### src/rtl/sub2_lane_packer_if.sv
// Byte-stream in / 3-lane group out handshake bundle between the feeder and sub2.
interface sub2_lane_packer_if;
  logic            in_valid;
  logic [7:0]      in_data;
  logic            in_last;
  logic            in_ready;
  logic            out_ready;
  logic            sig_e;
  logic [1:0]      sig_f;
  logic [0:2][7:0] sig_g;
  logic [7:0]      sig_h [3];

  modport master (
    output in_valid, in_data, in_last, out_ready,
    input  in_ready, sig_e, sig_f, sig_g, sig_h
  );

  modport slave (
    input  in_valid, in_data, in_last, out_ready,
    output in_ready, sig_e, sig_f, sig_g, sig_h
  );
endinterface

### src/rtl/sub2_lane_packer.sv
// Packs a valid/ready byte stream into 3-byte groups with one output and one pending slot.
// Optional idle flush of partial groups when SUB2_LANE_FLUSH_EN is defined.
module sub2_lane_packer #(
  parameter logic [7:0]  PAD_BYTE     = 8'h00,
  parameter int unsigned FLUSH_CYCLES = 16
) (
  input  logic            clk,
  input  logic            rst,
  sub2_lane_packer_if.slave bus
);

  localparam int unsigned LANES = 3;
  typedef logic [0:LANES-1][7:0] lanes_t;

  if (FLUSH_CYCLES < 1) begin : g_bad_flush
    $error("FLUSH_CYCLES must be >= 1");
  end

  logic [1:0]      r_cnt, w_cnt_nxt;
  logic [0:1][7:0] r_acc, w_acc_nxt;
  logic            r_pend, w_pend_nxt;
  logic [1:0]      r_pend_f, w_pend_f_nxt;
  lanes_t          r_pend_g, w_pend_g_nxt;
  logic            r_e, w_e_nxt;
  logic [1:0]      r_f, w_f_nxt;
  lanes_t          r_g, w_g_nxt;

  logic            w_take;
  logic            w_free;
  logic            w_done;
  logic            w_flush;
  lanes_t          w_grp;
  logic [1:0]      w_grp_f;

  assign bus.in_ready = !rst && !(r_pend && !(r_e && bus.out_ready));
  assign w_take       = bus.in_valid && bus.in_ready;
  assign w_free       = !r_e || bus.out_ready;

`ifdef SUB2_LANE_FLUSH_EN
  localparam int unsigned IDLE_W = $clog2(FLUSH_CYCLES + 1);
  logic [IDLE_W-1:0] r_idle;
  logic              w_idle;

  assign w_idle  = (r_cnt != 2'd0) && !r_pend && !w_take;
  assign w_flush = w_idle && (r_idle == IDLE_W'(FLUSH_CYCLES));

  // Idle timer: counts stalled cycles of a partial group, cleared by any accept or flush.
  always_ff @(posedge clk or posedge rst) begin
    if (rst) begin
      r_idle <= '0;
    end else if (w_take || w_flush) begin
      r_idle <= '0;
    end else if (w_idle) begin
      r_idle <= r_idle + IDLE_W'(1);
    end
  end
`else
  assign w_flush = 1'b0;
`endif

  // Candidate group: stored lanes, the byte being accepted, padding above the count.
  always_comb begin
    w_grp = {LANES{PAD_BYTE}};
    for (int i = 0; i < 2; i++) begin
      if (2'(i) < r_cnt) w_grp[i] = r_acc[i];
    end
    if (w_take) w_grp[r_cnt] = bus.in_data;
    w_grp_f = w_take ? (r_cnt + 2'd1) : r_cnt;
    w_done  = (w_take && (bus.in_last || (r_cnt == 2'd2))) || w_flush;

    w_cnt_nxt = r_cnt;
    w_acc_nxt = r_acc;
    if (w_done) begin
      w_cnt_nxt = 2'd0;
    end else if (w_take) begin
      w_acc_nxt[r_cnt[0]] = bus.in_data;
      w_cnt_nxt           = r_cnt + 2'd1;
    end
  end

  // Output/pending slots: pending always drains first to keep strict completion order.
  always_comb begin
    w_e_nxt      = r_e;
    w_f_nxt      = r_f;
    w_g_nxt      = r_g;
    w_pend_nxt   = r_pend;
    w_pend_f_nxt = r_pend_f;
    w_pend_g_nxt = r_pend_g;
    if (w_free) begin
      if (r_pend) begin
        w_e_nxt    = 1'b1;
        w_f_nxt    = r_pend_f;
        w_g_nxt    = r_pend_g;
        w_pend_nxt = w_done;
        if (w_done) begin
          w_pend_f_nxt = w_grp_f;
          w_pend_g_nxt = w_grp;
        end
      end else if (w_done) begin
        w_e_nxt = 1'b1;
        w_f_nxt = w_grp_f;
        w_g_nxt = w_grp;
      end else if (r_e) begin
        w_e_nxt = 1'b0;
        w_f_nxt = 2'd0;
      end
    end else if (w_done) begin
      w_pend_nxt   = 1'b1;
      w_pend_f_nxt = w_grp_f;
      w_pend_g_nxt = w_grp;
    end
  end

  always_ff @(posedge clk or posedge rst) begin
    if (rst) begin
      r_cnt    <= 2'd0;
      r_acc    <= '0;
      r_pend   <= 1'b0;
      r_pend_f <= 2'd0;
      r_pend_g <= '0;
      r_e      <= 1'b0;
      r_f      <= 2'd0;
      r_g      <= '0;
    end else begin
      r_cnt    <= w_cnt_nxt;
      r_acc    <= w_acc_nxt;
      r_pend   <= w_pend_nxt;
      r_pend_f <= w_pend_f_nxt;
      r_pend_g <= w_pend_g_nxt;
      r_e      <= w_e_nxt;
      r_f      <= w_f_nxt;
      r_g      <= w_g_nxt;
    end
  end

  assign bus.sig_e = r_e;
  assign bus.sig_f = r_f;
  assign bus.sig_g = r_g;

  for (genvar gi = 0; gi < LANES; gi++) begin : g_unpack
    assign bus.sig_h[gi] = r_g[gi];
  end

endmodule

### src/flat_wrapper.sv
// flat-port wrapper written by rule: the top's interface ports become plain ports
module sub2_lane_packer_flat 
#(
  parameter logic [7:0]  PAD_BYTE     = 8'h00,
  parameter int unsigned FLUSH_CYCLES = 16
)
  (clk, rst, bus_in_valid, bus_in_data, bus_in_last, bus_out_ready, bus_in_ready, bus_sig_e, bus_sig_f, bus_sig_g, bus_sig_h);
  sub2_lane_packer_if bus_i ();
  input  logic clk;
  input  logic rst;
  input wire logic [$bits(bus_i.in_valid)-1:0] bus_in_valid;
  input wire logic [$bits(bus_i.in_data)-1:0] bus_in_data;
  input wire logic [$bits(bus_i.in_last)-1:0] bus_in_last;
  input wire logic [$bits(bus_i.out_ready)-1:0] bus_out_ready;
  output wire logic [$bits(bus_i.in_ready)-1:0] bus_in_ready;
  output wire logic [$bits(bus_i.sig_e)-1:0] bus_sig_e;
  output wire logic [$bits(bus_i.sig_f)-1:0] bus_sig_f;
  output wire logic [$bits(bus_i.sig_g)-1:0] bus_sig_g;
  output wire logic [$bits(bus_i.sig_h)-1:0] bus_sig_h;
  assign bus_i.in_valid = bus_in_valid;
  assign bus_i.in_data = bus_in_data;
  assign bus_i.in_last = bus_in_last;
  assign bus_i.out_ready = bus_out_ready;
  assign bus_in_ready = bus_i.in_ready;
  assign bus_sig_e = bus_i.sig_e;
  assign bus_sig_f = bus_i.sig_f;
  assign bus_sig_g = bus_i.sig_g;
  assign bus_sig_h = {>>{bus_i.sig_h}};
  sub2_lane_packer #(.PAD_BYTE(PAD_BYTE), .FLUSH_CYCLES(FLUSH_CYCLES)) u_core (.clk(clk), .rst(rst), .bus(bus_i));
endmodule
### config.mk
export PLATFORM = sky130hd
export DESIGN_NAME = sub2_lane_packer_flat
export DESIGN_NICKNAME = d
export VERILOG_FILES = /design/src/rtl/sub2_lane_packer_if.sv /design/src/rtl/sub2_lane_packer.sv /design/src/flat_wrapper.sv
export SDC_FILE = /design/constraint.sdc
export NUM_CORES = 1
export LEC_CHECK = 0
export CAP_MARGIN = 5
export CORE_ASPECT_RATIO = 0.9
export CORE_UTILIZATION = 55
export DETAILED_ROUTE_END_ITERATION = 10
export MAX_ROUTING_LAYER = met4
export PLACE_DENSITY = 0.79
export REMOVE_ABC_BUFFERS = 1
export SLEW_MARGIN = 20
export SYNTH_ARGS = -nofsm -noshare
export SYNTH_HDL_FRONTEND = slang
export SYNTH_SLANG_ARGS = --single-unit
### constraint.sdc
create_clock -name clk -period 10.9 [get_ports clk]
set_input_delay 3.27 -clock clk [delete_from_list [all_inputs] [get_ports clk]]
set_output_delay 3.27 -clock clk [all_outputs]
set_load 0.01 [all_outputs]
==> reports/results.ini, run 1 <==
[outcome]
status = finished, final reports clean

[clocking]
cts.htree.levels = 3
ctsResizeCount = 0
cts_tree = yes
post_cts_buffers = 0
clock_latency_ns = 0.34
numCtsBuffers = 9
clockBufferDepth = 2
post_cts_hold_buffer_count = 0
clock_sinks = 72
clk_pin_slew_ns = 0.07
root_buffer = clkbuf_8

[critical_path]
worstSetupStartpointType = input pin
slowest_stage = clkdlybuf4s50_1
cp_cell_sequence = clkdlybuf4s50_1, a21bo_2, and2_1, clkdlybuf4s50_1
max_stage_delay_ns = 0.56
path_common_cell = clkdlybuf4s50_1
timing_worst_setup_path_type = input pin to primary output
rr_worst_depth = 6
cp_data_arrival_time_ns = 4.88
crit_required_ns = 7.63
crit_fanout = 14
crit_path_end_kind = primary output

[synth]
synth_flop_cell = dfrtp_1
synth_area_leaders = dfrtp_1, o21ai_0, buf_4
yosysSeqAreaShare = 0.509
synth_edf_count = 0
yosysTopAreaCell = dfrtp_1
ys_seq_elements = 72
synth_area_per_cell_sq_um = 10.3
async_flop_share = 1.00
yosysTopAreaCellShare = 0.509
synth_top_family_by_area = compound AO/OA/AOI/OAI gates
syn_inst = 342
ys_types = 38
yosys_warnings = 0
synth-adder-area-share = 0.0106
synth_compound_area_frac = 0.211
synth.area.mux_share = 0.0573
synth_common_cells = dfrtp_1, o21ai_0, nand2_1
synthXorXnorAreaFrac = 0.00248
synth_most_common_cell = dfrtp_1
netlist_area_sq_mm = 0.00354
synthSimpleGateAreaFrac = 0.115

[placement]
place_area_sq_mm = 0.00399
gp_congestion = 0.865
port_buffers = 64
dp_hpwl_um = 4890

[floorplanning]
top_level_ports = 65
core_area_sq_mm = 0.00615
die_x_um = 86.5
die_area_sq_mm = 0.00676
initial_core_util = 0.575
die_h_um = 78.1
fp-row-count = 27

[final_layout]
fin_nets = 384
synthToLayoutAreaGrowth_pct = 18.0
diodes = 0
drive_above_1_share = 0.126
finish.instance_area_sq_mm = 0.00418

[power_and_ir_drop]
power_density_mw_per_mm2 = 207
seqPwrFrac = 0.460
p_int_uw = 590
vdd_drop_max_v = 0.000117
combinationalPowerShare = 0.304
clock_power_share = 0.236
p_sw_uw = 272
p_leak_uw = 0.00175
p_sw_frac = 0.316

[sta]
post-route-period-util = 0.748
fmax_mhz = 123
period_minus_slack_ns = 8.15
finalSetupViolations = 0
tightestPinTransition_ns = 0.965
slew_viol_final = 0
setup_tns_ns = 0
skew_ns = 0.00539
rsz0062_at_grt = no
slew_headroom = 0.356
final_hold_viol_count = 0

[worst_hold_path]
whs_path_depth = 2
hold_class = flop to flop

[route]
dr_total_vias = 2729
drc = 0
totalWireLength_um = 7660
drtIter0Drc = 210
firstDrtPassIters = 4
vias_per_cell = 5.93
wl_per_cell_um = 16.7
ant_nets = 0

[global_routing]
grt_usage = 0.251
overflow = 0
grt_max_degree = 73
grt_pass1_vias = 2480
grt_pass1_wl_um = 12600
antenna_found_initial = 0

[job]
cap_violations = 0

## kinds of logic after synthesis
kind of cell | Yosys count
fa+ha+maj | 3
flops | 72
simple gates | 81
compound gates | 111
mux | 18
buf+inv | 56
xor+xnor | 1
## power groups by stage
stage                     Clock (uW)  Sequential, uW  Combinational (uW)
after CTS                        204             396                 264
after detailed placement           0             401                 262
after global placement             0             396                 255
after floorplan                    0             414                 116
after global routing             218             406                 287
final                            204             397                 262
## path summary, 6_finish.rpt
kind | startpoint | slack [ns] | to
worst max register to register | u_core.r_cnt[0]$_DFF_PP0_ | 8.30 | u_core.r_pend_g[20]$_DFFE_PP0P_
min in group asynchronous | rst | 3.55 | u_core.r_cnt[0]$_DFF_PP0_
worst min-delay path | u_core.r_pend_g[13]$_DFFE_PP0P_ | 0.48 | u_core.r_pend_g[13]$_DFFE_PP0P_
worst min register to register | u_core.r_pend_g[13]$_DFFE_PP0P_ | 0.48 | u_core.r_pend_g[13]$_DFFE_PP0P_
max in group asynchronous | rst | 6.76 | u_core.r_pend_f[0]$_DFFE_PP0P_
worst max-delay path | bus_out_ready | 2.75 | bus_in_ready
## cells in the final DEF (no fill, tap or decap), types with 2 or more instances in the layout
cell             instances
a31oi_1                  8
mux2_2                  18
o211ai_1                 8
ha_1                     3
buf_4                    2
nor2_1                  17
nor2b_1                  8
o31ai_1                  8
o21ai_1                  2
nand4_2                  3
and2_1                   2
clkbuf_8                 9
a22o_1                   8
clkdlybuf4s50_1         64
dfrtp_1                 72
nand3_1                 10
a221oi_1                14
a21oi_1                  8
and3_1                   2
clkinv_2                 5
a221oi_2                 2
and4_1                   2
inv_1                    4
a22oi_1                  8
o21ai_0                 42
nand2_1                 30
## per-layer routing
metal	up-vias	part of all wire	global-route usage
met5	-	0	-
met3	12	0.063	0.0526
met1	1345	0.45	0.346
met4	0	0.015	0.100
met2	102	0.47	0.365
li1	1270	-	-
## area by class of cell
type	count	area, sq um
inverters	5	18.8
clock inverters	7	62.6
clock buffers	9	124
well taps	87	109
repair buffers	66	656
flip-flops and latches	72	1800
fillers	486	1970
multi-input cells	214	1400
## flip-flops by register name, summed over array words and instances (netlist names)
| signal | flops |
|---|---|
| u_core.r_pend_g | 24 |
| u_core.r_pend_f | 2 |
| u_core.bus.sig_e | 1 |
| u_core.bus.sig_f | 2 |
| u_core.bus.sig_g | 24 |
| u_core.r_acc | 16 |
| u_core.r_pend | 1 |
| u_core.r_cnt | 2 |
## stage by stage
stage	total power, uW	util	hold slack, ns	setup WS, ns	instances
after detailed placement	663	0.649	0.470	2.77	444
after global routing	911	0.679	0.520	2.70	460
after global placement	652	0.649	0.459	2.79	444
final	863	0.679	0.484	2.75	460
after floorplan	530	-	0.446	2.51	291
after CTS	864	0.679	0.487	2.75	460
## worst max-delay path, delay by kind of cell
family	cells	cell delay [ns]
AO/OA/AOI/OAI	1	0.34
buffers and inverters	2	1.09
AND/OR/NAND/NOR	1	0.17
Power figures use the tool's default switching activity.
==> run 2: changes to the inputs <==
--- a/config.mk
+++ b/config.mk
@@ -7,10 +7,10 @@
 export LEC_CHECK = 0
 export CAP_MARGIN = 5
 export CORE_ASPECT_RATIO = 0.9
-export CORE_UTILIZATION = 55
+export CORE_UTILIZATION = 47
 export DETAILED_ROUTE_END_ITERATION = 10
 export MAX_ROUTING_LAYER = met4
-export PLACE_DENSITY = 0.79
+export PLACE_DENSITY = 0.72
 export REMOVE_ABC_BUFFERS = 1
 export SLEW_MARGIN = 20
 export SYNTH_ARGS = -nofsm -noshare
==> constraint.sdc (replaced) <==
create_clock -name clk -period 6.66 [get_ports clk]
set_input_delay 1.998 -clock clk [delete_from_list [all_inputs] [get_ports clk]]
set_output_delay 1.998 -clock clk [all_outputs]
set_load 0.01 [all_outputs]
==> reports/results.ini, run 2 (synthesis results as in run 1) <==
[clocking]
root_buffer = clkbuf_8
cts.htree.levels = 3  ; unchanged
post_cts_hold_buffer_count = 0  ; unchanged
cts_tree = yes
numCtsBuffers = 9  ; unchanged
clock_sinks = 72  ; unchanged
ctsResizeCount = 0  ; unchanged
clk_pin_slew_ns = 0.08  ; about the same
clock_latency_ns = 0.34  ; about the same
clockBufferDepth = 2  ; unchanged
post_cts_buffers = 0  ; unchanged

[critical_path]
rr_worst_depth = 5  ; -1
cp_num_buf_inv = 2  ; unchanged
crit_fanout = 14  ; unchanged
path_common_cell = clkdlybuf4s50_1
max_stage_delay_ns = 0.54  ; -0.02 ns
cp_data_arrival_time_ns = 3.57  ; -1.31 ns
crit_family = buffers and inverters
r2r-start = u_core.r_cnt[1]$_DFF_PP0_
ff2ff_setup_slack_ns = 4.01  ; -4.29 ns
cp_cell_sequence = clkdlybuf4s50_1, a21bo_2, and2_1, clkdlybuf4s50_1
slowest_stage = clkdlybuf4s50_1
r2r_end = u_core.r_pend_g[17]$_DFFE_PP0P_
timing_worst_setup_path_type = input pin to primary output
worstSetupStartpointType = input pin
crit_path_end_kind = primary output
crit_required_ns = 4.66  ; -2.97 ns

[outcome]
status = finished, final reports clean

[route]
ant_nets = 0  ; unchanged
firstDrtPassIters = 4  ; unchanged
totalWireLength_um = 7920  ; +3.3%
dr_total_vias = 2754  ; +0.92%
wl_per_cell_um = 17.0  ; +1.8%
drc = 0  ; unchanged
vias_per_cell = 5.90  ; -0.60%
drtIter0Drc = 227  ; +8.1%

[global_routing]
grt_usage = 0.227  ; -0.0239
antenna_found_initial = 0  ; unchanged
grt_pass1_vias = 2582  ; +4.1%
overflow = 0  ; unchanged
grt_max_degree = 73  ; unchanged
grt_pass1_wl_um = 13300  ; +5.9%

[sta]
slew_viol_final = 0  ; unchanged
setup_ws_ns = 1.09  ; -1.66 ns
skew_ns = 0.00647  ; +0.00109 ns
post-route-period-util = 0.836
period_minus_slack_ns = 5.57
fmax_mhz = 180
rsz0062_at_grt = no
final_hold_viol_count = 0  ; unchanged
tightestPinTransition_ns = 0.979  ; +0.0148 ns
setup_tns_ns = 0  ; unchanged
whs_ns = 0.491  ; +0.00733 ns
slew_headroom = 0.345  ; -0.0107
finalSetupViolations = 0  ; unchanged

[floorplanning]
die_area_sq_mm = 0.00788  ; +17%
initial_core_util = 0.493  ; -0.0830
die_h_um = 84.3  ; +8.0%
top_level_ports = 65  ; unchanged
core_area_sq_mm = 0.00718  ; +17%
die_x_um = 93.5  ; +8.0%
fp-row-count = 29  ; +7.4%

[worst_hold_path]
holdPathEnd = u_core.r_pend_g[10]$_DFFE_PP0P_
hold_start = u_core.r_pend_g[10]$_DFFE_PP0P_
whs_path_depth = 2  ; unchanged
hold_class = flop to flop

[placement]
gp_congestion = 0.782  ; -9.5%
dp_hpwl_um = 5160  ; +5.6%
dp_worst_setup_slack_ns = 1.11  ; -1.67 ns
port_buffers = 64  ; unchanged

[final_layout]
drive_above_1_share = 0.126  ; -0.000337
fin_util = 0.592  ; -0.0868
mostFrequentLayoutCells = dfrtp_1, clkdlybuf4s50_1, o21ai_0
synthToLayoutAreaGrowth_pct = 20.3
fin_nets = 385  ; +0.26%
diodes = 0  ; unchanged
mostFrequentLayoutCell = dfrtp_1

[power_and_ir_drop]
vdd_drop_max_v = 0.000182  ; +56%
p_leak_uw = 0.00178  ; +1.9%
power_density_mw_per_mm2 = 356  ; +72%

[job]
cap_violations = 0  ; unchanged

==> run 2: area by class of cell <==
cell class	count	area, sq um
clock buffers	11	151
clock inverters	5	103
fillers	632	2930
inverters	5	18.8
multi-input cells	214	1400
flip-flops and latches	72	1800
well taps	93	116
repair buffers	67	663
==> run 2: tightest hold or removal path, cell delays in order (launching register included) <==
cell     delay, ns
dfrtp_1       0.35
nand2_1       0.05
o21ai_0       0.06
==> run 2: report_power, final <==
part | leakage [uW] | internal, uW | switching, uW
clock | 0.000126 | 269 | 165
sequential | 0.000942 | 565 | 84.9
combinational | 0.000715 | 232 | 199
total | 0.00178 | 1070 | 449
==> run 2: per-stage QoR <==
step                      std cells  cell area, sq um  total power [uW]
after floorplan                 291              3220               867
after global placement          451              4000              1070
after detailed placement        451              4000              1090
after CTS                       467              4260              1530
after global routing            467              4260              1590
final                           467              4260              1510
==> run 2: metal layers <==
layer | vias up | GRT usage | part of all wire
met2 | 99 | 0.320 | 0.46
met4 | 0 | 0.102 | 0.018
met5 | - | - | 0
met3 | 12 | 0.0326 | 0.054
li1 | 1265 | - | -
met1 | 1378 | 0.324 | 0.47
==> run 2: how the worst max path moves through the flow <==
| stage | start | to | slack (ns) | depth (start not counted) |
|---|---|---|---|---|
| 3_5_place_dp | bus_out_ready | bus_in_ready | 1.11 | 4 |
| 4_1_cts | bus_out_ready | bus_in_ready | 1.09 | 4 |
| 5_1_grt | bus_out_ready | bus_in_ready | 1.01 | 4 |
| 3_3_place_gp | bus_out_ready | bus_in_ready | 1.11 | 4 |
| 2_1_floorplan | rst | bus_in_ready | 0.82 | 2 |
| 6_report | bus_out_ready | bus_in_ready | 1.09 | 4 |
==> run 3: changes to the inputs <==
--- a/config.mk
+++ b/config.mk
@@ -7,10 +7,10 @@
 export LEC_CHECK = 0
 export CAP_MARGIN = 5
 export CORE_ASPECT_RATIO = 0.9
-export CORE_UTILIZATION = 47
+export CORE_UTILIZATION = 52
 export DETAILED_ROUTE_END_ITERATION = 10
 export MAX_ROUTING_LAYER = met4
-export PLACE_DENSITY = 0.72
+export PLACE_DENSITY = 0.75
 export REMOVE_ABC_BUFFERS = 1
 export SLEW_MARGIN = 20
 export SYNTH_ARGS = -nofsm -noshare
==> constraint.sdc (replaced) <==
create_clock -name clk -period 5.6 [get_ports clk]
set_input_delay 1.68 -clock clk [delete_from_list [all_inputs] [get_ports clk]]
set_output_delay 1.68 -clock clk [all_outputs]
set_load 0.01 [all_outputs]
==> reports/results.ini, run 3 (synthesis results as in run 1) <==
[placement]
dp_hpwl_um = 5220  ; +1.0%
gp_congestion = 0.871  ; +11%
dp_worst_setup_slack_ns = 0.673  ; -0.432 ns
place_area_sq_mm = 0.00401  ; +0.28%
placedCellCount = 450  ; -0.22%
port_buffers = 64  ; unchanged

[clocking]
post_cts_hold_buffer_count = 0  ; unchanged
clock_sinks = 72  ; unchanged
clock_latency_ns = 0.35  ; about the same
cts_tree = yes
ctsResizeCount = 0  ; unchanged
numCtsBuffers = 9  ; unchanged
post_cts_buffers = 0  ; unchanged
cts.htree.levels = 3  ; unchanged
clockBufferDepth = 2  ; unchanged
root_buffer = clkbuf_8
clk_pin_slew_ns = 0.07  ; about the same

[critical_path]
crit_fanout = 14  ; unchanged
worstSetupStartpointType = input pin
max_stage_delay_ns = 0.53  ; about the same
path_common_cell = clkdlybuf4s50_1
cp_num_buf_inv = 2  ; unchanged
ff2ff_setup_slack_ns = 3.03  ; -0.98 ns
cp_cell_sequence = clkdlybuf4s50_1, a21bo_2, and2_1, clkdlybuf4s50_1
crit_path_end_kind = primary output
crit_family = buffers and inverters
cp_data_arrival_time_ns = 3.26  ; -0.31 ns
slowest_stage = clkdlybuf4s50_1
timing_worst_setup_path_type = input pin to primary output
crit_required_ns = 3.92  ; -0.74 ns

[sta]
final_hold_viol_count = 0  ; unchanged
setup_tns_ns = 0  ; unchanged
period_minus_slack_ns = 4.94
slew_viol_final = 0  ; unchanged
rsz0062_at_grt = no
finalSetupViolations = 0  ; unchanged
fmax_mhz = 203
skew_ns = 0.00853  ; +0.00205 ns
setup_ws_ns = 0.665  ; -0.427 ns
tightestPinTransition_ns = 1.13  ; +0.151 ns
post-route-period-util = 0.881
slew_headroom = 0.243  ; -0.102

[route]
totalWireLength_um = 8020  ; +1.3%
drc = 0  ; unchanged
route.met2.wl_um = 3850  ; +6.2%
firstDrtPassIters = 4  ; unchanged
vias_per_cell = 5.78  ; -1.9%
highest_layer = met4
dr_total_vias = 2695  ; -2.1%
wl_per_cell_um = 17.2  ; +1.5%
met3WireLength_um = 542  ; +26%
drtIter0Drc = 198  ; -13%
ant_nets = 0  ; unchanged
met1_length_um = 3480  ; -6.2%

[final_layout]
diodes = 0  ; unchanged
mostFrequentLayoutCell = dfrtp_1
finish.instance_area_sq_mm = 0.00423  ; -0.50%
synthToLayoutAreaGrowth_pct = 19.7
fill_cells = 550  ; -13%
fin_util = 0.643  ; +0.0506
mostFrequentLayoutCells = dfrtp_1, clkdlybuf4s50_1, o21ai_0
drive_above_1_share = 0.128  ; +0.00199
fin_nets = 387  ; +0.52%
layout.cells.non_filler = 466  ; -0.21%

[floorplanning]
initial_core_util = 0.537  ; +0.0447
die_h_um = 80.3  ; -4.8%
fp-row-count = 28  ; -3.4%
top_level_ports = 65  ; unchanged
die_x_um = 89.0  ; -4.8%
die_area_sq_mm = 0.00714  ; -9.4%
core_area_sq_mm = 0.00659  ; -8.3%

[power_and_ir_drop]
vdd_drop_max_v = 0.000284  ; +56%
p_leak_uw = 0.00177  ; -0.60%
power_density_mw_per_mm2 = 412  ; +16%

[global_routing]
grt_usage = 0.262  ; +0.0350
grt_pass1_wl_um = 13300  ; +0.11%
grt_pass1_vias = 2580  ; -0.077%
overflow = 0  ; unchanged
antenna_found_initial = 0  ; unchanged
grt_max_degree = 73  ; unchanged

[outcome]
status = finished, final reports clean

[job]
cap_violations = 0  ; unchanged

[worst_hold_path]
hold_class = flop to flop

run 3: cell count changes in the layout (fill, tap and decap cells not counted), sizes merged:
cell | previous run | this run
clkinvlp | 1 | 2
buf | 3 | 5
bufinv | 3 | 2
run 3: layer usage:
layer,GRT usage,vias up
met5,-,-
met4,0.0937,0
met3,0.0647,12
met2,0.398,86
met1,0.343,1330
li1,-,1267
run 3: area by class of cell:
cell class | count | area, sq um | share of cell area
clock inverter | 5 | 80.1 | 0.0189
clock buffer | 11 | 141 | 0.0334
inverter | 5 | 18.8 | 0.00443
sequential | 72 | 1800 | 0.426
timing repair buffer | 69 | 678 | 0.160
tap | 90 | 113 | 0.0266
multi-input combinational | 214 | 1400 | 0.331
run 3: tightest hold or removal path, stage by stage (launching register included):
cell	delay, ns
dfrtp_1	0.34
nand2_1	0.05
nand2_1	0.06
run 3: power breakdown:
group	switching [uW]	total, uW	internal [uW]
sequential	101	773	672
combinational	237	514	277
clock	196	458	262
run 3: metrics by stage:
step           power, uW  hold WS [ns]
6_report            1740         0.478
5_1_grt             1840         0.520
4_1_cts             1750         0.481
3_5_place_dp        1290         0.464
3_3_place_gp        1270         0.460
2_1_floorplan       1030         0.446
run 3: worst paths after layout:
| check | start | cells after the start | endpoint |
|---|---|---|---|
| max in group asynchronous | rst | 3 | u_core.r_pend_g[5]$_DFFE_PP0P_ |
| min in group asynchronous | rst | 3 | u_core.r_pend_f[0]$_DFFE_PP0P_ |
| worst min-delay path | u_core.r_pend_f[1]$_DFFE_PP0P_ | 2 | u_core.r_pend_f[1]$_DFFE_PP0P_ |
| worst min register to register | u_core.r_pend_f[1]$_DFFE_PP0P_ | 2 | u_core.r_pend_f[1]$_DFFE_PP0P_ |
| worst max register to register | u_core.r_cnt[0]$_DFF_PP0_ | 6 | u_core.bus.sig_g[6]$_DFFE_PP0P_ |
| worst max-delay path | bus_out_ready | 4 | bus_in_ready |
